**src/rtl/cmp_nb_seq_pkg.sv**
```systemverilog
// Shared types for the iterative comparator: FSM state encoding, result
// codes and the mapping from a result code to the three output flags.
package cmp_nb_seq_pkg;

  typedef enum logic [1:0] {
    ST_IDLE = 2'd0,
    ST_RUN  = 2'd1,
    ST_FIN  = 2'd2
  } state_t;

  typedef enum logic [1:0] {
    RES_EQ = 2'd0,
    RES_GT = 2'd1,
    RES_LT = 2'd2
  } res_t;

  // Flag vector ordering is {eq, gt, lt}; exactly one bit set for a valid code.
  function automatic logic [2:0] res_flags(input res_t r);
    case (r)
      RES_EQ:  return 3'b100;
      RES_GT:  return 3'b010;
      RES_LT:  return 3'b001;
      default: return 3'b000;
    endcase
  endfunction

endpackage

```
**src/rtl/cmp_nb_seq_chunk.sv**
```systemverilog
// Combinational compare of one CHUNK-bit slice; the caller has already
// biased the sign bit in signed mode, so an unsigned compare is sufficient.
module cmp_chunk_comb #(
  parameter int CHUNK = 4
) (
  input  logic [CHUNK-1:0] a,
  input  logic [CHUNK-1:0] b,
  output logic             eq,
  output logic             gt,
  output logic             lt
);

  assign eq = (a == b);
  assign gt = (a > b);
  assign lt = (a < b);

endmodule

```
**src/rtl/cmp_nb_seq.sv**
```systemverilog
// Iterative magnitude comparator: walks the operands CHUNK bits per cycle,
// MSB chunk first, and stops on the first differing chunk. Signed compares
// flip the operand sign bits so the same unsigned chunk compare applies.
module cmp_nb_seq
  import cmp_nb_seq_pkg::*;
#(
  parameter int WIDTH     = 16,
  parameter int CHUNK     = 4,
  parameter int SIGNED_EN = 1
) (
  input  logic             clk,
  input  logic             rst_n,
  input  logic             start,
  input  logic             is_signed,
  input  logic [WIDTH-1:0] a,
  input  logic [WIDTH-1:0] b,
  output logic             busy,
  output logic             done,
  output logic             a_is_equal,
  output logic             a_is_greater,
  output logic             a_is_smaller
);

  localparam int NCHUNK = WIDTH / CHUNK;
  localparam int IW     = (NCHUNK > 1) ? $clog2(NCHUNK) : 1;
  localparam logic [CHUNK-1:0] ONE      = 1;
  localparam logic [CHUNK-1:0] MSB_MASK = ONE << (CHUNK - 1);

  // Reject illegal geometries at elaboration time.
  generate
    if ((CHUNK < 1) || (WIDTH < CHUNK) || ((WIDTH % CHUNK) != 0)) begin : g_bad_geometry
      $error("cmp_nb_seq: WIDTH must be a non-zero multiple of CHUNK");
    end
  endgenerate

  state_t           state_reg, state_next;
  logic [WIDTH-1:0] a_reg, b_reg;
  logic             sgn_reg;
  logic [IW-1:0]    idx_reg, idx_next;
  logic [2:0]       flags_reg;
  logic             capture, flag_load;
  res_t             res;

  logic [CHUNK-1:0] a_chunk [NCHUNK];
  logic [CHUNK-1:0] b_chunk [NCHUNK];
  logic [CHUNK-1:0] a_sel, b_sel;
  logic             c_eq, c_gt, c_lt;

  // Slice the captured operands; only the top chunk carries the sign bit.
  generate
    for (genvar gi = 0; gi < NCHUNK; gi++) begin : g_chunk
      if (gi == NCHUNK - 1) begin : g_top
        assign a_chunk[gi] = a_reg[gi*CHUNK +: CHUNK] ^ (sgn_reg ? MSB_MASK : '0);
        assign b_chunk[gi] = b_reg[gi*CHUNK +: CHUNK] ^ (sgn_reg ? MSB_MASK : '0);
      end else begin : g_low
        assign a_chunk[gi] = a_reg[gi*CHUNK +: CHUNK];
        assign b_chunk[gi] = b_reg[gi*CHUNK +: CHUNK];
      end
    end
  endgenerate

  assign a_sel = a_chunk[idx_reg];
  assign b_sel = b_chunk[idx_reg];

  cmp_chunk_comb #(.CHUNK(CHUNK)) u_chunk (
    .a  (a_sel),
    .b  (b_sel),
    .eq (c_eq),
    .gt (c_gt),
    .lt (c_lt)
  );

  // Next-state, chunk index and flag-load decisions.
  always_comb begin
    state_next = state_reg;
    idx_next   = idx_reg;
    capture    = 1'b0;
    flag_load  = 1'b0;
    res        = RES_EQ;
    case (state_reg)
      ST_IDLE: begin
        if (start) begin
          capture    = 1'b1;
          idx_next   = IW'(NCHUNK - 1);
          state_next = ST_RUN;
        end
      end
      ST_RUN: begin
        if (!c_eq) begin
          flag_load  = 1'b1;
          res        = c_gt ? RES_GT : RES_LT;
          state_next = ST_FIN;
        end else if (idx_reg == '0) begin
          flag_load  = 1'b1;
          res        = RES_EQ;
          state_next = ST_FIN;
        end else begin
          idx_next = idx_reg - 1'b1;
        end
      end
      ST_FIN:  state_next = ST_IDLE;
      default: state_next = ST_IDLE;
    endcase
  end

  // State and chunk index registers.
  always_ff @(posedge clk or negedge rst_n) begin
    if (!rst_n) begin
      state_reg <= ST_IDLE;
      idx_reg   <= '0;
    end else begin
      state_reg <= state_next;
      idx_reg   <= idx_next;
    end
  end

  // Operand capture; later changes on a/b/is_signed are invisible to a compare.
  always_ff @(posedge clk or negedge rst_n) begin
    if (!rst_n) begin
      a_reg   <= '0;
      b_reg   <= '0;
      sgn_reg <= 1'b0;
    end else if (capture) begin
      a_reg   <= a;
      b_reg   <= b;
      sgn_reg <= is_signed & (SIGNED_EN != 0);
    end
  end

  // Result flags change only on the edge entering FIN.
  always_ff @(posedge clk or negedge rst_n) begin
    if (!rst_n) begin
      flags_reg <= 3'b000;
    end else if (flag_load) begin
      flags_reg <= res_flags(res);
    end
  end

  assign busy         = (state_reg != ST_IDLE);
  assign done         = (state_reg == ST_FIN);
  assign a_is_equal   = flags_reg[2];
  assign a_is_greater = flags_reg[1];
  assign a_is_smaller = flags_reg[0];

endmodule
```
**config.mk**
```make
export PLATFORM = sky130hd
export DESIGN_NAME = cmp_nb_seq
export DESIGN_NICKNAME = d
export VERILOG_FILES = /design/src/rtl/cmp_nb_seq_pkg.sv /design/src/rtl/cmp_nb_seq_chunk.sv /design/src/rtl/cmp_nb_seq.sv
export SDC_FILE = /design/constraint.sdc
export NUM_CORES = 1
export LEC_CHECK = 0
export CORE_MARGIN = 4
export CORE_UTILIZATION = 49
export DETAILED_ROUTE_END_ITERATION = 10
export GPL_TIMING_DRIVEN = 0
export PLACE_DENSITY_LB_ADDON = 0.25
export SLEW_MARGIN = 20
export SYNTH_ARGS = -nofsm -noshare
export SYNTH_HDL_FRONTEND = slang
export SYNTH_SLANG_ARGS = --single-unit
```
**constraint.sdc**
```tcl
create_clock -name clk -period 2.8 [get_ports clk]
set_input_delay 0.84 -clock clk [delete_from_list [all_inputs] [get_ports clk]]
set_output_delay 0.84 -clock clk [all_outputs]
set_load 0.01 [all_outputs]
```
==> impl_metrics.json, run 1 <==
{
  "setup_slack_ps": 341,
  "r2r_end": "idx_reg[1]",
  "viasPerCell": 5.02,
  "htree_levels": 2,
  "status": "finished, final reports clean",
  "ys_seq_area_share_pct": 49.7,
  "hold_viol": 0,
  "gp_congestion": 0.745,
  "syn_area_um2": 2010,
  "layout_commonest_cell": "dfrtp_1",
  "postLayoutCellArea_um2": 2660,
  "root_buffer": "clkbuf_8",
  "cp_max_fo": 10,
  "cts_made_buffers": 5,
  "r2r_cells": 7,
  "tightest_slew_ps": 608,
  "critPathMaxStageDelay_ps": 470,
  "synth-seq-cells": 40,
  "setup_viol": 0,
  "cp-start-kind": "flop",
  "tns_ps": 0,
  "grt_usage_pct": 15.8,
  "num-fill-cells": 277,
  "finClkSkew_ps": 5.48,
  "syn_nets": 168,
  "drt-pass1-iter-count": 4,
  "max_cap_violations": 0,
  "drc": 0,
  "antenna_found_initial": 0,
  "synth_top_area_share_pct": 49.7,
  "synth_largest_area_cell": "dfrtp_1",
  "io_pins": 41,
  "rr_startpoint": "idx_reg[1]",
  "grt_max_degree": 22,
  "total_power_mw": 3.00,
  "first_iter_violations": 38,
  "fmax_mhz": 407,
  "path_cells": "clkbuf_1 > mux4_2 > ha_1 > nand4_1 > a221oi_2 > nor2_1 > a21oi_1",
  "min_period_ps": 2460,
  "cts_resized": 0,
  "end_kind": "flop",
  "critPathRequiredTime_ps": 3020,
  "path_class": "flop to flop",
  "drive_gt1_share_pct": 33.5,
  "cp.arrival_ps": 2680,
  "path_delay_family": "compound AO/OA/AOI/OAI gates",
  "max-vdd-ir-drop_mv": 0.560,
  "worst-path-buf-inv": 1,
  "die_x_um": 72.1,
  "clk_latency_ps": 290,
  "p_leak_nw": 1.21,
  "pre_cts_slack_ps": 335,
  "first_global_vias": 1289,
  "fin_crit_sh_pct": 87.8,
  "critPathSlowestCell": "clkbuf_1",
  "syn_area_per_cell_um2": 15.9,
  "coreArea_um2": 4000,
  "dieArea_um2": 5200,
  "cts.clk_slew.worst_paths_ps": 80,
  "yosys_warnings": 0,
  "cts_tree": "done",
  "initial_utilization_pct": 50.3,
  "relSlewSlack_pct": 59.5,
  "cts_num_sinks": 40,
  "routed_wl_um": 3610,
  "vias": 1135,
  "holdBufCountCts": 0,
  "cts_buffer_depth": 2,
  "post_dp_cell_area_um2": 2500,
  "r2r_slack_ps": 340,
  "final_max_slew_viol_count": 0,
  "synthTopCellsByArea": "dfrtp_1 50%, mux2_4 22%, mux4_2 8.9%, ha_1 3.1%, buf_12 3.0%",
  "dpl.hpwl_um": 2680,
  "wire_per_inst_um": 16.0,
  "synth_cell_types": 25,
  "grt_overflow": 0,
  "areaGrowthSynthToFinish_pct": 32.0,
  "power_density_nw_per_um2": 1130,
  "diodes": 0,
  "port_buffers": 40,
  "final_cell_mix": "40 x dfrtp_1, 39 x clkdlybuf4s50_1, 30 x mux2_4, 9 x inv_1, 8 x mux4_2",
  "hp-class": "input port to asynchronous set/reset pin",
  "die_h_um": 72.1,
  "rsz0062_at_grt": "false",
  "postRouteAntennaNets": 0,
  "synth_cells": 127,
  "post_cts.repair.setup_buffers": 0,
  "num_rows": 23,
  "nNetsFinal": 216,
  "grt_pass1_wl_um": 6090
}
-- synth_stat cells (all sizes together) --
cell    count
a21boi      1
a21oi       3
a221oi      1
a31o        1
and2b       2
and3        1
buf         4
clkbuf      1
dfrtp      40
ha          5
inv         9
mux2       33
mux4        8
nand2       5
nand2b      2
nand3       1
nand4       1
nor2        2
nor3b       1
o21ai       3
or2         1
xor2        2
-- layer usage --
| layer | routed length, µm | track usage [%] | vias to the layer above |
|---|---|---|---|
| met5 | 0 | 0 | - |
| met4 | 59 | 7.10 | 0 |
| met3 | 186 | 5.40 | 4 |
| met2 | 1840 | 26.0 | 31 |
| met1 | 1520 | 18.8 | 552 |
| li1 | - | - | 548 |
-- power breakdown --
group	total [mW]	switching [mW]	internal (mW)
registers	1.03	0.166	0.859
clock network	0.644	0.199	0.446
logic	1.33	0.489	0.846
total	3.00	0.854	2.15
-- area by class of cell --
type,count,area [µm²],area share (%)
buffer,5,68.8,2.59
clock buffer,5,68.8,2.59
clock inverter,3,90.1,3.39
inverter,9,33.8,1.27
multi-input combinational,73,910,34.2
sequential,40,1000,37.7
tap,50,62.6,2.35
timing repair buffer,41,423,15.9
-- worst max-delay path by stage --
stage	depth (start not counted)	end	startpoint	slack (ps)
after floorplan	7	flags_reg[1]	idx_reg[0]	660
after global placement	1	b_reg[11]	rst_n	4
after detailed placement	7	idx_reg[1]	idx_reg[1]	330
after CTS	7	idx_reg[1]	idx_reg[0]	320
after global routing	7	idx_reg[1]	idx_reg[1]	140
final	7	idx_reg[1]	idx_reg[1]	340
-- per-stage QoR --
step	cells	util, %	hold slack, ps
final	226	66.4	501
after global routing	226	66.4	531
after CTS	226	66.4	508
after detailed placement	218	62.5	488
after global placement	217	61.9	485
after floorplan	127	-	460
-- worst register-to-register path: cells and delay by family, from the launching register on --
family	cells	cell delay, ps
adder cells (fa/ha/maj)	1	320
buffers and inverters	1	470
AND/OR/NAND/NOR	2	310
flip-flops	1	330
multiplexers	1	430
AO/OA/AOI/OAI	2	540
-- logic make-up after synthesis --
family / after synthesis / synth area share [%]
compound gates: 9 / 3.04
xor+xnor: 2 / 0.870
fa+ha+maj: 5 / 3.11
buf+inv: 14 / 5.10
flops: 40 / 49.7
mux: 41 / 33.0
simple gates: 16 / 5.16
Note: power is estimated with default switching activity, not from simulation.
==> run 2: changes to the inputs <==
- clock period: 2.8 -> 2.38 ns (I/O delays scaled with it)
==> run 2 against run 1 <==
Effect of this change:
- final area grew 2.9%
- sequential share of layout area shrank 1.0 points
- wire length grew 2.8%
- clock-buffer cell count is the same
- first-iteration DRC count grew 7.9%
- clock power grew 18%
- die area is the same
- worst hold slack lost 130 ps
- register-to-register slack lost 230 ps
- final cell count grew 0.44%
- critical path type unchanged
- critical endpoint unchanged
- largest power group unchanged
- highest routed layer unchanged
==> impl_metrics.json, run 2 (synthesis results as in run 1) <==
{
  "switching_share_pct": 28.8,
  "crit_end": "idx_reg[1]",
  "pre_cts_slack_ps": -85.1,
  "critPathSlowestCell": "mux4_2",
  "fin_cells": 227,
  "finClkSkew_ps": 4.85,
  "gp_congestion": 0.745,
  "pwr-share-clk_pct": 20.3,
  "r2r_slack_ps": 110,
  "htree_levels": 2,
  "fin_util_pct": 68.4,
  "dieArea_um2": 5200,
  "max-vdd-ir-drop_mv": 0.663,
  "worst-path-buf-inv": 1,
  "p_comb_share_pct": 47.0,
  "cts.clk_slew.worst_paths_ps": 80,
  "power_density_nw_per_um2": 1370,
  "cts_num_sinks": 40,
  "die_x_um": 72.1,
  "clk_latency_ps": 290,
  "seq_power_share_pct": 32.8,
  "wire_per_inst_um": 16.3,
  "r2r_cells": 7,
  "setup_slack_ps": 112,
  "hold_viol": 0,
  "critPathMaxStageDelay_ps": 540,
  "p_leak_nw": 1.23,
  "path_class": "flop to flop",
  "postRouteAntennaNets": 0,
  "coreArea_um2": 4000,
  "netSwitchingPower_mw": 1.08,
  "cp_max_fo": 5,
  "status": "finished, final reports clean",
  "holdWs_ps": 374,
  "hp-class": "input port to asynchronous set/reset pin",
  "cp.arrival_ps": 2490,
  "diodes": 0,
  "drive_gt1_share_pct": 36.7,
  "final_max_slew_viol_count": 0,
  "nNetsFinal": 217,
  "drt-pass1-iter-count": 3,
  "initial_utilization_pct": 50.3,
  "dpl.hpwl_um": 2680,
  "drc": 0,
  "cts_made_buffers": 5,
  "fin_crit_sh_pct": 95.3,
  "first_global_vias": 1286,
  "areaGrowthSynthToFinish_pct": 35.9,
  "critPathRequiredTime_ps": 2600,
  "critPathLaunch": "idx_reg[0]",
  "cp-start-kind": "flop",
  "num_rows": 23,
  "grt_overflow": 0,
  "grt_max_degree": 22,
  "end_kind": "flop",
  "port_buffers": 40,
  "cts_buffer_depth": 2,
  "tightest_slew_ps": 490,
  "routed_wl_um": 3710,
  "grt_usage_pct": 15.8,
  "r2r_end": "idx_reg[1]",
  "post-place-cells": 218,
  "root_buffer": "clkbuf_8",
  "fmax_mhz": 441,
  "relSlewSlack_pct": 67.3,
  "total_power_mw": 3.75,
  "final_cell_mix": "39 x dfrtp_1, 39 x clkdlybuf4s50_1, 30 x mux2_4, 9 x inv_1, 8 x mux4_2",
  "max_cap_violations": 0,
  "path_delay_family": "multiplexers",
  "min_period_ps": 2270,
  "rr_startpoint": "idx_reg[0]",
  "setup_viol": 0,
  "io_pins": 41,
  "vias": 1159,
  "rsz0062_at_grt": "true",
  "antenna_found_initial": 0,
  "internal_power_mw": 2.67,
  "cp.depth": 7,
  "die_h_um": 72.1,
  "path_cells": "buf_8 > mux4_2 > ha_4 > nand4_1 > a221oi_2 > nor2_1 > a21oi_1",
  "grt_pass1_wl_um": 6070,
  "cts_tree": "done",
  "first_iter_violations": 41,
  "viasPerCell": 5.11
}
## run 2: cell count changes in the layout (fill, tap and decap cells not counted)
cell / previous run / this run
ha_1: 5 / 2
ha_4: 0 / 3
buf_2: 2 / 1
buf_4: 0 / 1
buf_8: 0 / 1
clkbuf_1: 1 / 0
clkbuf_16: 0 / 1
dfrtp_1: 40 / 39
dfrtp_2: 0 / 1
## run 2: metrics by stage
step	instance area, µm²	TNS [ps]
finish	2740	0
global route	2740	-20.0
CTS	2660	0
detailed placement	2500	-147
global placement	2480	-11550
floorplan	2010	0
## run 2: what timing repair did
action,in CTS,in global routing
setup endpoints to repair,3,3
hold buffers,0,0
buffers inserted,0,1
gates cloned,0,1
resized for setup,1,6
pin swaps,0,6
## run 2: final cells by class
type | count | area [µm²]
clock inverter | 3 | 90.1
sequential | 40 | 1000
clock buffer | 5 | 68.8
timing repair buffer | 43 | 455
tap | 50 | 62.6
inverter | 9 | 33.8
multi-input combinational | 73 | 947
fill | 264 | 1260
buffer | 4 | 75.1
## run 2: layer usage
layer	GRT usage, %	vias up	part of all wire, %
met1	18.7	577	41
met5	0	-	0
met2	26.0	28	52
li1	-	549	-
met3	5.40	5	5.1
met4	7.10	0	1.6
## run 2: power by group through the flow
stage | logic (mW) | clock network [mW] | registers, mW
2_1_floorplan | 1.25 | 0 | 1.16
3_3_place_gp | 1.54 | 0 | 1.19
3_5_place_dp | 1.59 | 0 | 1.21
4_1_cts | 1.58 | 0.776 | 1.22
5_1_grt | 1.92 | 0.805 | 1.27
6_report | 1.76 | 0.759 | 1.23
## run 2: worst min path at each step
stage,from,end,slack (ps)
floorplan,rst_n,a_reg[0],420
global placement,a_reg[3],a_reg[3],490
detailed placement,b_reg[9],b_reg[9],490
CTS,rst_n,flags_reg[1],380
global route,rst_n,flags_reg[1],410
finish,rst_n,flags_reg[2],370
==> run 3: changes to the inputs <==
- CORE_MARGIN: 4 -> 2
- CTS_CLUSTER_DIAMETER: default -> 30
==> run 3 against run 2 <==
Effect of this change:
- register-to-register slack gained 60 ps
- maximum frequency grew 2.5%
- via count grew 1.8%
- utilization shrank 2.3 points
- worst setup slack gained 56 ps
- first-iteration DRC count shrank 39%
==> impl_metrics.json, run 3 (synthesis results as in run 1) <==
{
  "r2r_cells": 7,
  "vias": 1180,
  "r2r_slack_ps": 170,
  "status": "finished, final reports clean",
  "hold_viol": 0,
  "drt-pass1-iter-count": 4,
  "initial_utilization_pct": 50.7,
  "io_pins": 41,
  "cts_made_buffers": 5,
  "layout_commonest_cell": "dfrtp_1",
  "rsz0062_at_grt": "false",
  "end_kind": "flop",
  "max_cap_violations": 0,
  "coreArea_um2": 3970,
  "fmax_mhz": 452,
  "path_class": "flop to flop",
  "first_global_vias": 1193,
  "grt_pass1_wl_um": 5660,
  "root_buffer": "clkbuf_8",
  "first_iter_violations": 25,
  "power_density_nw_per_um2": 1270,
  "cp_max_fo": 4,
  "diodes": 0,
  "dieArea_um2": 4640,
  "port_buffers": 40,
  "drive_gt1_share_pct": 34.1,
  "total_power_mw": 3.33,
  "fin_util_pct": 66.1,
  "die_x_um": 68.1,
  "min_period_ps": 2210,
  "routed_wl_um": 3590,
  "finClkSkew_ps": 8.40,
  "hp-class": "input port to asynchronous set/reset pin",
  "antenna_found_initial": 0,
  "cts.clk_slew.worst_paths_ps": 80,
  "setup_viol": 0,
  "max-vdd-ir-drop_mv": 0.634,
  "die_h_um": 68.1,
  "gp_congestion": 0.791,
  "relSlewSlack_pct": 67.2,
  "postLayoutCellArea_um2": 2630,
  "rr_startpoint": "sgn_reg",
  "postRouteAntennaNets": 0,
  "post_dp_cell_area_um2": 2500,
  "grt_max_degree": 22,
  "grt_overflow": 0,
  "wire_per_inst_um": 15.9,
  "htree_levels": 2,
  "grt_usage_pct": 17.5,
  "fin_crit_sh_pct": 93.0,
  "cts_buffer_depth": 2,
  "clk_latency_ps": 300,
  "p_leak_nw": 1.19,
  "drc": 0,
  "nNetsFinal": 216,
  "final_max_slew_viol_count": 0,
  "tightest_slew_ps": 492,
  "cp-start-kind": "flop",
  "viasPerCell": 5.22,
  "num_rows": 23,
  "cts_tree": "done",
  "critPathRequiredTime_ps": 2560,
  "dpl.hpwl_um": 2630,
  "tns_ps": 0,
  "cts_num_sinks": 40,
  "cp.arrival_ps": 2390,
  "r2r_end": "idx_reg[0]",
  "final_cell_mix": "40 x dfrtp_1, 39 x clkdlybuf4s50_1, 30 x mux2_4, 9 x inv_1, 8 x mux4_2",
  "holdWs_ps": 371,
  "areaGrowthSynthToFinish_pct": 30.4
}
==> run 3: what timing repair did <==
action	CTS	global route
gates cloned	0	0
gates resized for setup	1	5
endpoints found under the setup margin	3	3
pin swaps	0	2
hold buffers	0	0
buffers inserted	0	1
==> run 3: per-stage QoR <==
| stage | std cells | setup WS (ps) |
|---|---|---|
| finish | 226 | 168 |
| global route | 226 | 5.99 |
| CTS | 225 | 48.6 |
| detailed placement | 218 | -49.6 |
| global placement | 217 | -277 |
| floorplan | 127 | 240 |
==> run 3: report_power, final <==
part | switching [mW] | total [mW] | internal, mW
registers | 0.203 | 1.21 | 1.01
clock network | 0.227 | 0.464 | 0.236
logic | 0.602 | 1.66 | 1.05
total | 1.03 | 3.33 | 2.30
==> run 3: layout make-up <==
type / count / area [µm²]
clock buffers: 8 / 90.1
well taps: 50 / 62.6
fillers: 291 / 1350
plain buffers: 4 / 80.1
repair buffers: 42 / 430
multi-input cells: 73 / 927
inverters: 9 / 33.8
flip-flops and latches: 40 / 1000
==> run 3: how the worst max path moves through the flow <==
| stage | startpoint | endpoint | slack, ps | depth (start not counted) |
|---|---|---|---|---|
| floorplan | idx_reg[0] | flags_reg[1] | 240 | 7 |
| global placement | rst_n | b_reg[11] | -280 | 1 |
| detailed placement | idx_reg[1] | idx_reg[1] | -50 | 7 |
| CTS | idx_reg[0] | idx_reg[1] | 50 | 7 |
| global route | sgn_reg | idx_reg[1] | 6 | 7 |
| finish | sgn_reg | idx_reg[0] | 170 | 7 |
==> run 3: per-layer routing <==
layer,GRT usage [%],wire (µm),share of wire [%],up-vias
li1,-,-,-,544
met1,21.5,1530,43,598
met2,28.2,1810,50,32
met3,5.43,190,5.3,6
met4,8.25,60,1.7,0
met5,0,0,0,-
==> run 3: critical path, cell delays in order, from the launching register on <==
cell	delay, ps
dfrtp_1	410
xor2_1	150
mux4_2	470
ha_1	340
nand4_1	200
buf_4	210
nor3b_2	210
o21ai_0	110
